<file path="src/rtl/cla_addsub_pipe.sv">
// Pipelined carry-lookahead adder/subtractor with valid/ready on both sides.
// Each stage resolves a slice of lookahead groups and passes its carry on.
module cla_addsub_pipe #(
   parameter int WIDTH  = 32,
   parameter int GROUP  = 4,
   parameter int STAGES = 2
) (
   input  logic             clk,
   input  logic             reset_n,
   input  logic             in_valid,
   output logic             in_ready,
   input  logic [WIDTH-1:0] a,
   input  logic [WIDTH-1:0] b,
   input  logic             ci,
   input  logic             sub,
   output logic             out_valid,
   input  logic             out_ready,
   output logic [WIDTH-1:0] s,
   output logic             co,
   output logic             ov,
   output logic             z
);

   localparam int NG  = WIDTH / GROUP;
   localparam int GPS = NG / STAGES;
   localparam int SW  = GPS * GROUP;

   if (WIDTH % GROUP != 0) begin : g_err_w
      $error("WIDTH must be a multiple of GROUP");
   end
   if (NG % STAGES != 0) begin : g_err_s
      $error("WIDTH/GROUP must be divisible by STAGES");
   end

   // One lookahead group: every carry is a flat sum of products of g/p.
   function automatic logic [GROUP:0] cla_grp(
      input logic [GROUP-1:0] ga,
      input logic [GROUP-1:0] gb,
      input logic             cin
   );
      logic [GROUP-1:0] g;
      logic [GROUP-1:0] p;
      logic [GROUP:0]   c;
      logic             t;
      logic             pp;
      g    = ga & gb;
      p    = ga ^ gb;
      c    = '0;
      c[0] = cin;
      for (int i = 0; i < GROUP; i++) begin
         t  = 1'b0;
         pp = 1'b1;
         for (int j = i; j >= 0; j--) begin
            t  = t | (pp & g[j]);
            pp = pp & p[j];
         end
         c[i+1] = t | (pp & cin);
      end
      return {c[GROUP], p ^ c[GROUP-1:0]};
   endfunction

   logic w_adv;

   assign w_adv    = !out_valid || out_ready;
   assign in_ready = w_adv;

   for (genvar k = 0; k < STAGES; k++) begin : g_st
      // Operand bits still to be consumed shrink by SW per stage,
      // finished result bits grow by SW per stage.
      localparam int IW = WIDTH - k * SW;
      localparam int RW = (k + 1) * SW;

      logic [IW-1:0] w_oa;
      logic [IW-1:0] w_ob;
      logic          w_ic;
      logic          w_iv;
      logic [SW-1:0] w_sum;
      logic [GPS:0]  w_gc;
      logic [RW-1:0] w_res;
      logic [RW-1:0] r_s;
      logic          r_c;
      logic          r_v;

      if (k == 0) begin : g_src
         assign w_oa  = a;
         assign w_ob  = b ^ {WIDTH{sub}};
         assign w_ic  = sub | ci;
         assign w_iv  = in_valid;
         assign w_res = w_sum;
      end else begin : g_src
         assign w_oa  = g_st[k-1].g_op.r_a;
         assign w_ob  = g_st[k-1].g_op.r_b;
         assign w_ic  = g_st[k-1].r_c;
         assign w_iv  = g_st[k-1].r_v;
         assign w_res = {w_sum, g_st[k-1].r_s};
      end

      // Resolve this stage's groups, chaining group carries upward.
      always_comb begin
         w_gc    = '0;
         w_sum   = '0;
         w_gc[0] = w_ic;
         for (int gi = 0; gi < GPS; gi++) begin
            {w_gc[gi+1], w_sum[gi*GROUP +: GROUP]} =
               cla_grp(w_oa[gi*GROUP +: GROUP],
                       w_ob[gi*GROUP +: GROUP],
                       w_gc[gi]);
         end
      end

      // Stage register: shifts on advance, holds otherwise.
      always_ff @(posedge clk or negedge reset_n) begin
         if (!reset_n) begin
            r_v <= 1'b0;
            r_c <= 1'b0;
            r_s <= '0;
         end else if (w_adv) begin
            r_v <= w_iv;
            r_c <= w_gc[GPS];
            r_s <= w_res;
         end
      end

      if (k < STAGES - 1) begin : g_op
         logic [IW-SW-1:0] r_a;
         logic [IW-SW-1:0] r_b;

         // Carry the unconsumed upper operand bits forward.
         always_ff @(posedge clk or negedge reset_n) begin
            if (!reset_n) begin
               r_a <= '0;
               r_b <= '0;
            end else if (w_adv) begin
               r_a <= w_oa[IW-1:SW];
               r_b <= w_ob[IW-1:SW];
            end
         end
      end else begin : g_fl
         logic r_ov;
         logic r_z;

         // Flags from the top operand bits and the completed sum.
         always_ff @(posedge clk or negedge reset_n) begin
            if (!reset_n) begin
               r_ov <= 1'b0;
               r_z  <= 1'b0;
            end else if (w_adv) begin
               r_ov <= (w_oa[SW-1] == w_ob[SW-1]) &&
                       (w_sum[SW-1] != w_oa[SW-1]);
               r_z  <= (w_res == '0);
            end
         end
      end
   end

   assign out_valid = g_st[STAGES-1].r_v;
   assign s         = g_st[STAGES-1].r_s;
   assign co        = g_st[STAGES-1].r_c;
   assign ov        = g_st[STAGES-1].g_fl.r_ov;
   assign z         = g_st[STAGES-1].g_fl.r_z;

endmodule

</file>
<file path="config.mk">
export PLATFORM = sky130hd
export DESIGN_NAME = cla_addsub_pipe
export DESIGN_NICKNAME = d
export VERILOG_FILES = /design/src/rtl/cla_addsub_pipe.sv
export SDC_FILE = /design/constraint.sdc
export NUM_CORES = 1
export LEC_CHECK = 0
export ABC_AREA = 1
export CORE_ASPECT_RATIO = 1.5
export CORE_UTILIZATION = 52
export CTS_CLUSTER_DIAMETER = 100
export DETAILED_ROUTE_END_ITERATION = 8
export HOLD_SLACK_MARGIN = 0.06
export PLACE_DENSITY = 0.82
export SLEW_MARGIN = 20
export SYNTH_ARGS = -nofsm -noshare
export SYNTH_HDL_FRONTEND = slang
export SYNTH_SLANG_ARGS = --single-unit
</file>
<file path="constraint.sdc">
create_clock -name clk -period 3.7 [get_ports clk]
set_clock_uncertainty 0.2 [all_clocks]
set_input_delay 0.37 -clock clk [delete_from_list [all_inputs] [get_ports clk]]
set_output_delay 0.37 -clock clk [all_outputs]
set_load 0.005 [all_outputs]
</file>
; ---- After elaboration in Yosys (flattened, before gate mapping)
; Index checks and enable logic that the tools add are counted.
; Widths: inputs -> output; s select.
[op_classes]
n_eq_ne = 2
bitwise = 234
reduce_logical = 4
[op_table]
columns = op, n
row1 = $and 1x1->1, 128
row2 = $or 1x1->1, 81
row3 = $xor 4x4->4, 16
row4 = $and 4x4->4, 8
row5 = $logic_not 32->1, 1
row6 = $xor 32x32->32, 1
row7 = $eq 1x1->1, 1
row8 = $logic_and 1x1->1, 1
row9 = $logic_not 1->1, 1
row10 = $logic_or 1x1->1, 1
row11 = $ne 1x1->1, 1
[word_totals]
regBits = 86
in_bits = 70
output_inout_bits = 37
word_cells = 250

; ---- Depth between registers and ports, before layout
[logic_depth]
ltp_word = 15
ltp_mapped = 23
depth_no_buf = 23

; ---- Worst setup path after synthesis
; Ideal clock, no wire load.
[synth_timing]
path_kind = register to register
startpoint = register g_st[0].g_op.r_a[3]
endpoint = register g_st[1].g_fl.r_z (netlist: z)
setup_ps = 65
arrival_time_ps = 2575
t_required_ps = 3435
path_slack_ps = 860
path_stages_with_launch = 24
n_path_buf = 0
synth_period_minus_slack_ps = 2840
path_cell_list = dfrtp_1 > ha_1 > nand2_1 > nand2_1 > nor2_1 > nand3_2 > nand2_2 > nand2_2 > nand2_2 > nand2_4 > fa_1 > inv_1 > nand3_1 > nor2_1 > nand2_1 > nor2_1 > nand3_1 > nor2_1 > nand2_1 > nor2_1 > nand2_1 > nor2_1 > nand3_1 > nand2_1
[synth_via]
elab_cells_between_ends = 40
classes_between = bitwise: 39 / reduce/logical: 1
[synth_lines]
columns = element, line_no
row1 = "start, declared", 125  ; logic [IW-SW-1:0] r_a;
row2 = "start signal, assigned", 134  ; r_a <= w_oa[IW-1:SW];
row3 = $xor 4x4->4, 47  ; p = ga ^ gb;
row4 = "$and 1x1->1, on equally long branches", "54, 55"
row5 = $or 1x1->1 (tied with other cells) (2 in series), 54  ; t = t | (pp & g[j]);
row6 = $or 1x1->1 or $and 1x1->1 (tied branches), "54, 57"
row7 = $or 1x1->1 *, 57  ; c[i+1] = t | (pp & cin);
row8 = $and 1x1->1 *, 57
row9 = $or 1x1->1 *, 57
row10 = $and 1x1->1 *, 57
row11 = $or 1x1->1 *, 57
row12 = $xor 4x4->4 *, 59  ; return {c[GROUP], p ^ c[GROUP-1:0]};
row13 = via g_st[1].w_res[28], 79  ; logic [RW-1:0] w_res;
row14 = $logic_not 32->1 *, 150  ; r_z <= (w_res == '0);
row15 = "end signal, assigned", 150
row16 = "end, declared", 140  ; logic r_z;
; The timed path passes the listed nets; every way through them passes the cells marked *.
; A chain may end at the register's enable or synchronous reset.

; ---- Final worst setup path
; Ends and elaborated chain as after synthesis.

==> results.cfg <==
[sta]
min_period_over_period_pct = 85.48
setup_tns_ps = 0
layout_setup_ws_ps = 537.1
report.final.slew_viol_count = 0
f_max_mhz = 316.2
hold_viol_final = 0
worstMarginPinSlew_ps = 774.9
rsz0062_at_grt = false
slew_headroom_pct = 48.34
setup-violations-final = 0
period_minus_slack_ps = 3163

[logic_synthesis]
async_reset_ff_share_pct = 100.0
ys.flop_type = sky130_fd_sc_hd__dfrtp_1
synth_area_in_simple_gates_pct = 24.57
yosysMostFrequentCell = sky130_fd_sc_hd__nand2_1
synth_fp_nets = 731
synthDominantCellAreaShare_pct = 42.73
main_combinational_cell_family_by_area_after_synthesis = simple AND/OR/NAND/NOR gates
ys_ff_latch = 86
synthCells = 621
synth-warning-count = 0
synth_largest_area_cell = sky130_fd_sc_hd__dfrtp_1
post_synthesis_mean_instance_area_um2 = 8.110
synth_adder_area_share_pct = 11.13
top_post_synthesis_cells_by_area = sky130_fd_sc_hd__dfrtp_1 (43%), sky130_fd_sc_hd__nand2_1 (15%), sky130_fd_sc_hd__ha_1 (8.0%), sky130_fd_sc_hd__o21ai_0 (4.6%), sky130_fd_sc_hd__inv_1 (4.2%)
synth_sequential_area_ratio_pct = 42.73
synth-compound-area-share_pct = 8.000
yosys.area_share.xor_xnor_pct = 7.304
muxShareOfSynthArea_pct = 0
netlist_top_cells_count = sky130_fd_sc_hd__nand2_1 (204), sky130_fd_sc_hd__dfrtp_1 (86), sky130_fd_sc_hd__inv_1 (56), sky130_fd_sc_hd__o21ai_0 (46), sky130_fd_sc_hd__nor2_1 (45)
synthesis.area_mm2 = 0.005036
synth_edf_count = 0
synth_cell_types = 32

[floorplan]
floorplan.io_pins = 107
starting_density_pct = 54.11
core_area_mm2 = 0.009308
dieArea_mm2 = 0.01009
die_width_um = 82.35
die_y_extent_um = 122.5
placement_rows = 43

[routing]
wirelength_um = 11780
post-route-drc-count = 0
detailed_router_iteration_count_before_antenna_repair = 5
dr_total_vias = 4368
routed_wire_length_per_instance_um = 14.04
ant_nets = 0
vias_per_cell = 5.206
drt_iter0_drc = 193

[critical_path]
worstPathCellList = ha_1 -> nand2_1 -> nor2_1 -> nor2_1 -> nand3_2 -> nand2_2 -> nand2_2 -> nand2_2 -> nand2_4 -> fa_1 -> inv_1 -> nand3_1 -> nor2_1 -> nand2_1 -> nor2_1 -> nand3_1 -> nor2_1 -> nand2_1 -> nor2_1 -> nand2_1 -> nor2_1 -> nand3_1 -> nand2_1
crit_path_end_kind = flop
cp_num_buf_inv = 1
worst-endpoint-arrival_ps = 3240
critical-path-slowest-cell = sky130_fd_sc_hd__fa_1
crit_family = simple AND/OR/NAND/NOR gates
crit_required_ps = 3780
timing.critical_path.depth = 23
startpoint_type = flop
crit_top_cell = sky130_fd_sc_hd__nor2_1
slowest_delay_ps = 440
ff_to_ff_path_depth = 23
timing.setup.critical_path_class = flop to flop
critical_path_peak_fanout = 5

[clock_network]
tritoncts_clock_tree = built
cts.repair_timing.setup_buffer_count = 0
clock_sinks = 86
clk_path_buf_depth = 2
cts_root_buf = sky130_fd_sc_hd__clkbuf_16
post_cts_hold_buffer_count = 0
htreeDepth = 3
post_cts_resize_count = 0
tritoncts.num_buffers = 9
insertion_delay_ps = 340
clkTransAtPathRegs_ps = 60

[status]
result_of_the_run = completed

[global_routing]
overflow = 0
grt_pass1_vias = 4543
antenna_found_initial = 0
grt_start_max_net_pins = 92
globalRouteTotalUtil_pct = 25.93
grt_first_pass_wirelength_um = 19850

[cells_and_area]
syn2layout_area_growth_pct = 29.29
multi_input_area_mm2 = 0.002576
insertedDiodeCount = 0
num-fill-cells = 754
final_core_util_pct = 69.96
drive_gt1_share_pct = 5.640
final_nets = 832
regArea_mm2 = 0.002152

[pwr]
ir_drop_mv = 0.4784
cellPowerDensity_mw_per_mm2 = 563.6
power_leakage_uw = 0.003182

[worst_hold_path]
hold-path-cell-count = 2
hp-class = flop to flop

[placement]
post-dp-hpwl_um = 8735
detailedPlace.worstSlack_ps = 526.3
placement.io_buffers = 106
replace_congestion = 0.8714

[run]
max_cap_viol_count = 0
[flip-flops by register name, indices dropped and copies added, names as in the netlist, 16 cells and up]
register / flops
g_st.g_op.r_a: 16
g_st.g_op.r_b: 16
g_st.r_s: 16
s: 32
[layer usage]
layer	routed length, um	up-vias	global-route usage [%]
li1	-	2154	-
met1	4752	2068	29.97
met2	6198	121	45.51
met3	529	25	5.279
met4	300	0	10.86
met5	0	-	0
[placed cells by master (no fill, tap or decap), drive strengths merged, types with 19 or more instances in the layout]
master / instances
xnor2: 23
nor2: 45
nand3: 29
ha: 32
xor2: 19
nand2: 215
inv: 58
clkdlybuf4s50: 104
o21ai: 50
dfrtp: 86
[report_power, final]
group          internal, uW  switching, uW  leakage [uW]
clock                   590            362      0.000152
combinational           657            683       0.00200
sequential             1200            178       0.00103
total                  2450           1220       0.00318
[kinds of logic (layout without fill, tap and decap cells)]
kind of cell,count (synthesis),count (layout)
AND/OR/NAND/NOR,299,299
flip-flops,86,86
buffers and inverters,79,185
AO/OA/AOI/OAI,75,75
XOR/XNOR,42,42
adder cells (fa/ha/maj),40,40
[through the flow]
stage	total power (uW)	hold slack, ps	std cells	area [um2]
after global placement	2653	241.5	822	6182
final	3669	250.3	839	6511
after floorplan	2084	-125.6	621	5036
after CTS	3686	84.26	838	6497
after global routing	3922	283.6	839	6511
after detailed placement	2718	239.9	822	6182
[final cells by class]
type	count	area share, %
Sequential cell	86	33.05
Clock inverter	6	1.326
Timing Repair Buffer	111	17.04
Inverter	58	3.344
Multi-Input combinational cell	456	39.57
Tap cell	112	2.152
Clock buffer	10	3.517
[worst paths after layout]
check	start	to	slack (ps)
setup / recovery	g_st[0].g_op.r_a[3]	z	540
hold / removal	g_st[0].r_v	out_valid	250
setup reg to reg	g_st[0].g_op.r_a[3]	z	540
hold reg to reg	g_st[0].r_v	out_valid	250
max in group asynchronous	reset_n	g_st[0].r_s[12]	2320
min in group asynchronous	reset_n	g_st[0].g_op.r_b[5]	450
[worst register-to-register path: stages, from the launching register on]
cell                      delay [ps]
sky130_fd_sc_hd__dfrtp_1         380
sky130_fd_sc_hd__ha_1            360
sky130_fd_sc_hd__nand2_1         120
sky130_fd_sc_hd__nor2_1           50
sky130_fd_sc_hd__nor2_1          120
sky130_fd_sc_hd__nand3_2         140
sky130_fd_sc_hd__nand2_2          90
sky130_fd_sc_hd__nand2_2          90
sky130_fd_sc_hd__nand2_2          90
sky130_fd_sc_hd__nand2_4          60
sky130_fd_sc_hd__fa_1            440
sky130_fd_sc_hd__inv_1            80
sky130_fd_sc_hd__nand3_1          80
sky130_fd_sc_hd__nor2_1          100
sky130_fd_sc_hd__nand2_1          50
sky130_fd_sc_hd__nor2_1           90
sky130_fd_sc_hd__nand3_1          70
sky130_fd_sc_hd__nor2_1           90
sky130_fd_sc_hd__nand2_1          50
sky130_fd_sc_hd__nor2_1           80
sky130_fd_sc_hd__nand2_1          50
sky130_fd_sc_hd__nor2_1           90
sky130_fd_sc_hd__nand3_1          80
sky130_fd_sc_hd__nand2_1          60
(Power assumes the default switching activity.)
